`src/rtl/calc_pkg.sv`:
```
// Shared calculator package: FSM states, display blank code, opcodes, defaults.
package calc_pkg;

    typedef enum logic [1:0] {
        IDLE  = 2'd0,
        SHIFT = 2'd1,
        DONE  = 2'd2
    } state_e;

    localparam logic [3:0] BCD_BLANK = 4'hF;

    localparam logic [2:0] OP_ADD = 3'b000;
    localparam logic [2:0] OP_SUB = 3'b001;
    localparam logic [2:0] OP_MUL = 3'b010;
    localparam logic [2:0] OP_DIV = 3'b011;
    localparam logic [2:0] OP_AND = 3'b100;
    localparam logic [2:0] OP_OR  = 3'b101;
    localparam logic [2:0] OP_XOR = 3'b110;
    localparam logic [2:0] OP_MOD = 3'b111;

    localparam int unsigned DIGITS_DEFAULT = 5;

endpackage

```
`src/rtl/bcd_digit_adj.sv`:
```
// Double-dabble digit corrector: adds 3 to a BCD digit that is 5 or more.
module bcd_digit_adj (
    input  logic [3:0] din,
    output logic [3:0] dout_c
);

    // Pre-shift correction so the digit carries correctly after the left shift
    always_comb begin
        dout_c = din;
        if (din >= 4'd5) begin
            dout_c = din + 4'd3;
        end
    end

endmodule

```
`src/rtl/int_result_bcd.sv`:
```
// int_result_bcd: sequential binary-to-BCD converter for calculator results.
// Optional build macro INT_RESULT_BCD_LZB_EN enables leading-zero blanking.
module int_result_bcd
    import calc_pkg::*;
#(
    parameter int unsigned WIDTH       = 16,
    parameter int unsigned DIGITS      = DIGITS_DEFAULT,
    parameter int unsigned SIGNED_MODE = 0
) (
    input  logic                  clk,
    input  logic                  reset,
    input  logic                  in_valid,
    output logic                  in_ready,
    input  logic [WIDTH-1:0]      in_value,
    input  logic                  in_sign,
    output logic                  out_valid,
    input  logic                  out_ready,
    output logic [4*DIGITS-1:0]   out_bcd,
    output logic                  out_sign,
    output logic [2:0]            out_ndigits
);

    localparam int unsigned BCD_W = 4 * DIGITS;
    localparam int unsigned CNT_W = $clog2(WIDTH + 1);

    function automatic longint unsigned pow10(input int unsigned n);
        longint unsigned p;
        p = 64'd1;
        for (int unsigned i = 0; i < n; i++) begin
            p = p * 64'd10;
        end
        return p;
    endfunction

    localparam longint unsigned MAX_BIN = (64'd1 << WIDTH) - 64'd1;

    // Digit count must cover the largest magnitude; ndigits is a 3-bit field
    generate
        if (pow10(DIGITS) <= MAX_BIN || DIGITS > 7) begin : g_bad_digits
            $error("int_result_bcd: DIGITS too small for WIDTH or too large for out_ndigits");
        end
    endgenerate

    state_e             state_q, state_d;
    logic [WIDTH-1:0]   mag_q, mag_d;
    logic [BCD_W-1:0]   bcd_q, bcd_d;
    logic               sign_q, sign_d;
    logic [CNT_W-1:0]   cnt_q, cnt_d;
    logic [BCD_W-1:0]   out_bcd_q, out_bcd_d;
    logic               out_sign_q, out_sign_d;
    logic [2:0]         out_ndigits_q, out_ndigits_d;
    logic               in_ready_q, in_ready_d;
    logic               out_valid_q, out_valid_d;

    logic [BCD_W-1:0]   bcd_adj;
    logic [BCD_W-1:0]   bcd_shift;
    logic [WIDTH-1:0]   mag_shift;
    logic [BCD_W-1:0]   bcd_final;
    logic [2:0]         nd;
    logic               in_neg_raw;
    logic [WIDTH-1:0]   in_mag;
    logic               in_neg;

    // Per-digit add-3 correctors on the current accumulator
    generate
        for (genvar g = 0; g < int'(DIGITS); g++) begin : g_adj
            bcd_digit_adj u_adj (
                .din    (bcd_q[4*g +: 4]),
                .dout_c (bcd_adj[4*g +: 4])
            );
        end
    endgenerate

    // Input magnitude and sign; negative zero is reported as positive
    always_comb begin
        in_neg_raw = (SIGNED_MODE != 0) ? in_value[WIDTH-1] : in_sign;
        in_mag     = in_value;
        if (SIGNED_MODE != 0 && in_value[WIDTH-1]) begin
            in_mag = (~in_value) + WIDTH'(1);
        end
        in_neg = in_neg_raw && (in_value != '0);
    end

    // One double-dabble step: corrected digits and magnitude shift left together
    always_comb begin
        bcd_shift = {bcd_adj[BCD_W-2:0], mag_q[WIDTH-1]};
        mag_shift = {mag_q[WIDTH-2:0], 1'b0};
    end

    // Significant-digit count and optional leading-zero blanking of the final value
    always_comb begin
        nd = 3'd1;
        for (int unsigned i = 0; i < DIGITS; i++) begin
            if (bcd_shift[4*i +: 4] != 4'd0) begin
                nd = 3'(i + 1);
            end
        end
        bcd_final = bcd_shift;
`ifdef INT_RESULT_BCD_LZB_EN
        for (int unsigned i = 1; i < DIGITS; i++) begin
            if (3'(i) >= nd) begin
                bcd_final[4*i +: 4] = BCD_BLANK;
            end
        end
`endif
    end

    // Next-state and output logic
    always_comb begin
        state_d       = state_q;
        mag_d         = mag_q;
        bcd_d         = bcd_q;
        sign_d        = sign_q;
        cnt_d         = cnt_q;
        out_bcd_d     = out_bcd_q;
        out_sign_d    = out_sign_q;
        out_ndigits_d = out_ndigits_q;
        in_ready_d    = in_ready_q;
        out_valid_d   = out_valid_q;
        case (state_q)
            IDLE: begin
                if (in_valid && in_ready_q) begin
                    mag_d      = in_mag;
                    sign_d     = in_neg;
                    bcd_d      = '0;
                    cnt_d      = '0;
                    in_ready_d = 1'b0;
                    state_d    = SHIFT;
                end
            end
            SHIFT: begin
                bcd_d = bcd_shift;
                mag_d = mag_shift;
                cnt_d = cnt_q + CNT_W'(1);
                if (cnt_q == CNT_W'(WIDTH - 1)) begin
                    out_bcd_d     = bcd_final;
                    out_sign_d    = sign_q;
                    out_ndigits_d = nd;
                    out_valid_d   = 1'b1;
                    state_d       = DONE;
                end
            end
            DONE: begin
                if (out_ready) begin
                    out_valid_d = 1'b0;
                    in_ready_d  = 1'b1;
                    state_d     = IDLE;
                end
            end
            default: begin
                out_valid_d = 1'b0;
                in_ready_d  = 1'b1;
                state_d     = IDLE;
            end
        endcase
    end

    // State and datapath registers, synchronous active-high reset
    always_ff @(posedge clk) begin
        if (reset) begin
            state_q       <= IDLE;
            mag_q         <= '0;
            bcd_q         <= '0;
            sign_q        <= 1'b0;
            cnt_q         <= '0;
            out_bcd_q     <= '0;
            out_sign_q    <= 1'b0;
            out_ndigits_q <= 3'd1;
            in_ready_q    <= 1'b1;
            out_valid_q   <= 1'b0;
        end else begin
            state_q       <= state_d;
            mag_q         <= mag_d;
            bcd_q         <= bcd_d;
            sign_q        <= sign_d;
            cnt_q         <= cnt_d;
            out_bcd_q     <= out_bcd_d;
            out_sign_q    <= out_sign_d;
            out_ndigits_q <= out_ndigits_d;
            in_ready_q    <= in_ready_d;
            out_valid_q   <= out_valid_d;
        end
    end

    assign in_ready    = in_ready_q;
    assign out_valid   = out_valid_q;
    assign out_bcd     = out_bcd_q;
    assign out_sign    = out_sign_q;
    assign out_ndigits = out_ndigits_q;

endmodule

```
`config.mk`:
```
export PLATFORM = sky130hd
export DESIGN_NAME = int_result_bcd
export DESIGN_NICKNAME = d
export VERILOG_FILES = /design/src/rtl/calc_pkg.sv /design/src/rtl/bcd_digit_adj.sv /design/src/rtl/int_result_bcd.sv
export SDC_FILE = /design/constraint.sdc
export NUM_CORES = 1
export LEC_CHECK = 0
export ABC_CLOCK_PERIOD_IN_PS = 2200
export BUFFER_PORTS_ARGS = -buffer_cell sky130_fd_sc_hd__buf_4
export CELL_PAD_IN_SITES_DETAIL_PLACEMENT = 1
export CELL_PAD_IN_SITES_GLOBAL_PLACEMENT = 2
export CORE_MARGIN = 10
export CORE_UTILIZATION = 34
export CTS_CLUSTER_SIZE = 16
export DETAILED_ROUTE_END_ITERATION = 8
export PLACE_DENSITY = 0.87
export REMOVE_ABC_BUFFERS = 1
export SETUP_SLACK_MARGIN = 0.05
export SLEW_MARGIN = 5
export SYNTH_ARGS = -nofsm -noshare
export SYNTH_HDL_FRONTEND = slang
export SYNTH_SLANG_ARGS = --single-unit
```
`constraint.sdc`:
```
create_clock -name clk -period 2.2 [get_ports clk]
set_clock_uncertainty 0.15 [all_clocks]
set_input_delay 0.44 -clock clk [delete_from_list [all_inputs] [get_ports clk]]
set_output_delay 0.44 -clock clk [all_outputs]
set_load 0.02 [all_outputs]
```
==> impl_metrics.tcl, run 1 <==
set metrics [dict create \
    run_status "finished, final reports clean" \
    gp_congestion 0.794 \
    dieHeight_um 120 \
    cts_setup_buffers 0 \
    drc 0 \
    clock_sinks 70 \
    cp-end-kind "flop" \
    clk_pin_slew_ps 80 \
    critical_path.top_delay_family "compound AO/OA/AOI/OAI gates" \
    ctsHtreeMaxLevel 3 \
    cp.buffers_inverters 1 \
    synth-seq-area-share_pct 41.5 \
    ys_seq_elements 70 \
    multiInputGateArea_mm2 0.00180 \
    cts_made_buffers 9 \
    ir_drop_mv 0.268 \
    min_period_ps 2010 \
    p_leak_nw 1.56 \
    holdBufCountCts 0 \
    drtIter0Drc 92 \
    cp-start-kind "flop" \
    cp.required_ps 2260 \
    dieArea_mm2 0.0143 \
    firstDrtPassIters 4 \
    syn_area_mm2 0.00337 \
    maxCapViolCount 0 \
    max_freq_mhz 498 \
    path_cells "inv_1 -> ha_2 -> nand2b_1 -> a21oi_4 -> mux2i_1 -> nand3_1 -> o211ai_2 -> a21oi_2" \
    root_buffer "clkbuf_8" \
    cts_tree "built" \
    grt_setup_unrepaired "true" \
    synth_cells 412 \
    critPathArrivalTime_ps 2070 \
    whs_ps 201 \
    seqCellArea_mm2 0.00140 \
    clock_latency_ps 340 \
    maxSlewHeadroom_pct 70.4 \
    io_pins 47 \
    area_growth_pct 22.4 \
    grt_overflow 0 \
    viasPerCell 5.03 \
    dr_total_vias 2985 \
    clock_path_buffers 2 \
    cts_resized 0 \
    hpwlAfterDp_um 6290 \
    wire_per_inst_um 14.8 \
    crit_type "flop to flop" \
    hold_viol 0 \
    drive_above_1_share_pct 21.5 \
    totalWireLength_um 8790 \
    ys_warn_count 0 \
    fin_area_mm2 0.00413 \
    placed_cell_area_mm2 0.00390 \
    num_antenna_cells 0 \
    ant_nets 0 \
    row_count 36 \
    instances_no_fill 594 \
    worst_pin_slew_ps 444 \
    max_stage_delay_ps 380 \
    synth_cell_types 39 \
    start_util_pct 34.7 \
    setup_viol 0 \
    cp_slowest_cell "dfxtp_1" \
    die_w_um 120 \
    antenna_found_initial 0 \
    port_buffers 46 \
    grt_start_max_net_pins 38 \
    layout.nets 489 \
    powerDensity_mw_per_mm2 664 \
    grt_pass1_vias 3161 \
    hp-class "input port to flop" \
    finalMaxSlewViolations 0 \
    cp_max_fo 6 \
    syn_avg_cell_area_um2 8.19 \
    fillers 1215 \
    track_usage_pct 12.4 \
    post-route-period-util_pct 91.2 \
    dpl.cell_count 578 \
    core_area_mm2 0.00973 \
    grt_first_pass_wirelength_um 15000 \
]
## kinds of logic (layout without fill, tap and decap cells)
family | after synthesis | in the layout | share of synthesized area (%)
AND/OR/NAND/NOR | 179 | 179 | 24.1
AO/OA/AOI/OAI | 97 | 97 | 19.9
flip-flops | 70 | 70 | 41.5
buffers and inverters | 39 | 88 | 5.64
adder cells (fa/ha/maj) | 12 | 12 | 4.45
multiplexers | 10 | 10 | 3.04
XOR/XNOR | 5 | 5 | 1.30
## layout by cell type (no fill, tap or decap), types with 5 or more instances in the layout
| cell type | n |
|---|---|
| a211oi_1 | 9 |
| a21oi_1 | 41 |
| a311oi_1 | 7 |
| a311oi_2 | 8 |
| a31oi_1 | 6 |
| buf_4 | 56 |
| clkbuf_8 | 10 |
| dfxtp_1 | 70 |
| ha_1 | 10 |
| inv_1 | 12 |
| mux2i_1 | 8 |
| nand2_1 | 73 |
| nand2b_1 | 7 |
| nand3_1 | 17 |
| nor2_1 | 50 |
| nor3_1 | 8 |
| nor3b_1 | 9 |
| o21ai_0 | 9 |
| xnor2_1 | 5 |
## worst reg2reg max path: cells and delay by family, from the launching register on
kind                       cells  cell delay (ps)
AOI/OAI and AO/OA              3              510
DFF                            1              380
and+or+nand+nor                2              290
adders and majority gates      1              230
muxes                          1              220
buffers and inverters          1              110
## registers in the layout (all words and copies together), names as in the netlist
register and cells:
state_q 2, out_valid 1, in_ready 1, out_ndigits 3, sign_q 1, bcd_q 20
out_sign 1, out_bcd 20, cnt_q 5, mag_q 16
## Yosys cell counts, drive strengths merged
| library cell | count | area, um^2 |
|---|---|---|
| nand3b | 1 | 7.51 |
| and2 | 1 | 6.26 |
| nor3b | 9 | 67.6 |
| o211ai | 1 | 12.5 |
| nand4 | 1 | 6.26 |
| a31oi | 6 | 37.5 |
| inv | 12 | 45.0 |
| a22oi | 4 | 30.0 |
| nand3 | 17 | 85.1 |
| clkbuf | 9 | 33.8 |
| or3 | 1 | 6.26 |
| xnor2 | 5 | 43.8 |
| nand2 | 74 | 278 |
| a21oi | 46 | 245 |
| ha | 12 | 150 |
| o21ai | 12 | 60.1 |
| nor3 | 9 | 56.3 |
| nor2 | 51 | 194 |
| dfxtp | 70 | 1400 |
| mux2 | 2 | 22.5 |
| mux2i | 8 | 80.1 |
| o22ai | 1 | 6.26 |
| a311oi | 15 | 181 |
| nand2b | 7 | 43.8 |
| a21o | 1 | 7.51 |
| buf | 18 | 111 |
| nor4 | 4 | 25.0 |
| nor2b | 1 | 13.8 |
| and3 | 3 | 23.8 |
| a211oi | 11 | 92.6 |
## through the flow
step	setup WS (ps)	utilization [%]	setup TNS [ps]	power, mW
floorplan	-5.10	-	-60.8	1.49
CTS	138	42.3	0	2.78
global placement	256	40.1	0	1.62
detailed placement	167	40.1	0	1.63
finish	193	42.5	0	2.74
global route	43.6	42.5	0	2.87
## final timing paths
| check | from | slack, ps | cells past startpoint | endpoint |
|---|---|---|---|---|
| setup / recovery | bcd_q[4] | 190 | 8 | out_ndigits[1] |
| hold / removal | in_value[0] | 200 | 3 | mag_q[0] |
| setup reg to reg | bcd_q[4] | 190 | 8 | out_ndigits[1] |
| hold reg to reg | out_bcd[10] | 310 | 2 | out_bcd[10] |
## metal layers
metal,GRT usage (%),vias to the layer above,wire length (um)
li1,-,1518,-
met1,14.8,1413,4100
met2,20.9,44,4200
met3,3.19,10,370
met4,4.90,0,115
met5,0,-,0
## report_power, final
part	switching, mW	internal [mW]
Clock	0.479	0.667
Combinational	0.158	0.107
Sequential	0.0251	1.30
Total	0.662	2.08
## layout make-up
cell class | count | share of cell area, %
multi-input combinational | 303 | 43.6
sequential | 70 | 33.9
timing repair buffer | 60 | 12.1
tap | 133 | 4.03
clock buffer | 12 | 3.51
clock inverter | 4 | 1.70
inverter | 12 | 1.09
(Power assumes the default switching activity.)
==> run 2: changes to the inputs <==
Settings changed: REMOVE_ABC_BUFFERS 1 to unset.
==> impl_metrics.tcl, run 2 (synthesis results as in run 1) <==
set metrics [dict create \
    grt_overflow 0 \
    hp-class "input port to flop" \
    firstDrtPassIters 4 \
    io_pins 47 \
    layout.nets 489 \
    r2r_start "bcd_q[16]" \
    core_area_mm2 0.00973 \
    ant_nets 0 \
    num_antenna_cells 0 \
    run_status "finished, final reports clean" \
    finalMaxSlewViolations 0 \
    setup_viol 0 \
    cp-start-kind "flop" \
    grt_setup_unrepaired "false" \
    cts_made_buffers 9 \
    clock_sinks 70 \
    die_w_um 120 \
    p_leak_nw 1.53 \
    critPathArrivalTime_ps 2070 \
    layout_common_cells "73 x nand2_1, 70 x dfxtp_1, 58 x buf_4, 50 x nor2_1, 40 x a21oi_1" \
    min-delay-start "in_value[0]" \
    cts_setup_buffers 0 \
    grt_pass1_vias 3128 \
    fin_area_mm2 0.00407 \
    min_period_ps 1980 \
    worst_pin_slew_ps 431 \
    wire_per_inst_um 14.8 \
    powerDensity_mw_per_mm2 625 \
    clk_pin_slew_ps 80 \
    cts_tree "built" \
    max_freq_mhz 506 \
    grt_first_pass_wirelength_um 15400 \
    root_buffer "clkbuf_8" \
    start_util_pct 34.7 \
    antenna_found_initial 0 \
    total_power_mw 2.54 \
    crit_path_start "bcd_q[16]" \
    area_growth_pct 20.6 \
    row_count 36 \
    drtIter0Drc 91 \
    port_buffers 46 \
    hold_viol 0 \
    dieHeight_um 120 \
    cp_max_fo 5 \
    cp.required_ps 2290 \
    cp-end-kind "flop" \
    totalWireLength_um 8760 \
    dieArea_mm2 0.0143 \
    placed_cell_area_mm2 0.00387 \
    viasPerCell 5.08 \
    crit_type "flop to flop" \
    dr_total_vias 3009 \
    setup_tns_ps 0 \
    gp_congestion 0.781 \
    clock_path_buffers 2 \
    maxCapViolCount 0 \
    track_usage_pct 12.7 \
    final_common_cell "nand2_1" \
    drive_above_1_share_pct 21.8 \
    grt_start_max_net_pins 59 \
    drc 0 \
    ir_drop_mv 0.264 \
    hpwlAfterDp_um 6170 \
    ctsHtreeMaxLevel 3 \
    clock_latency_ps 340 \
    final_util_pct 41.8 \
    post-route-period-util_pct 89.8 \
    maxSlewHeadroom_pct 71.3 \
    synth_nets 445 \
]
==> run 2: cell count changes in the layout (fill, tap and decap cells not counted) <==
| cell | before | now |
|---|---|---|
| ha_1 | 10 | 9 |
| clkbuf_8 | 10 | 12 |
| buf_12 | 4 | 2 |
| clkinv_2 | 2 | 1 |
| a21oi_1 | 41 | 40 |
| a21oi_2 | 4 | 5 |
| clkbuf_1 | 2 | 1 |
| buf_4 | 56 | 58 |
| ha_2 | 2 | 3 |
| bufinv_16 | 2 | 0 |
==> run 2: power by group <==
part           switching [mW]  internal, mW  total [mW]
logic                   0.161         0.102       0.263
registers              0.0253          1.30        1.33
clock network           0.462         0.489       0.950
==> run 2: final timing paths <==
| path | slack, ps | cells after the start | end |
|---|---|---|---|
| max reg2reg | 220 | 8 | out_ndigits[0] |
| max | 220 | 8 | out_ndigits[0] |
| min | 220 | 3 | mag_q[0] |
| min reg2reg | 300 | 2 | sign_q |
==> run 2: layout make-up <==
class / count / area, um^2
multi-input combinational: 303 / 1810
inverter: 12 / 45.0
tap: 133 / 166
sequential: 70 / 1400
clock buffer: 13 / 169
fill: 1209 / 5660
clock inverter: 1 / 5.00
timing repair buffer: 60 / 475
==> run 2: critical path, stage by stage (launching register included) <==
cell	delay, ps
dfxtp_1	360
inv_1	90
ha_1	230
nand2b_1	90
a21oi_2	240
mux2i_1	210
and3_1	260
o21ai_1	80
a21o_1	160
==> run 2: metal layers <==
layer	GRT usage [%]	vias to the layer above	wire length (um)
li1	-	1512	-
met1	15.6	1439	4250
met2	21.1	49	4070
met3	3.80	9	349
met4	3.62	0	82
met5	0	-	0
==> run 2: stage by stage <==
step           hold WS [ps]  std cells  setup WS [ps]
6_report                217        592            224
5_1_grt                 221        592           62.9
3_3_place_gp            294        578            265
4_1_cts                 203        592            124
3_5_place_dp            298        578            145
2_1_floorplan           279        412            316
==> run 2: repair_timing <==
action | 4_1_cts | 5_1_grt
gates resized for setup | 0 | 6
endpoints found under the setup margin | 0 | 3
hold buffers | 0 | 0
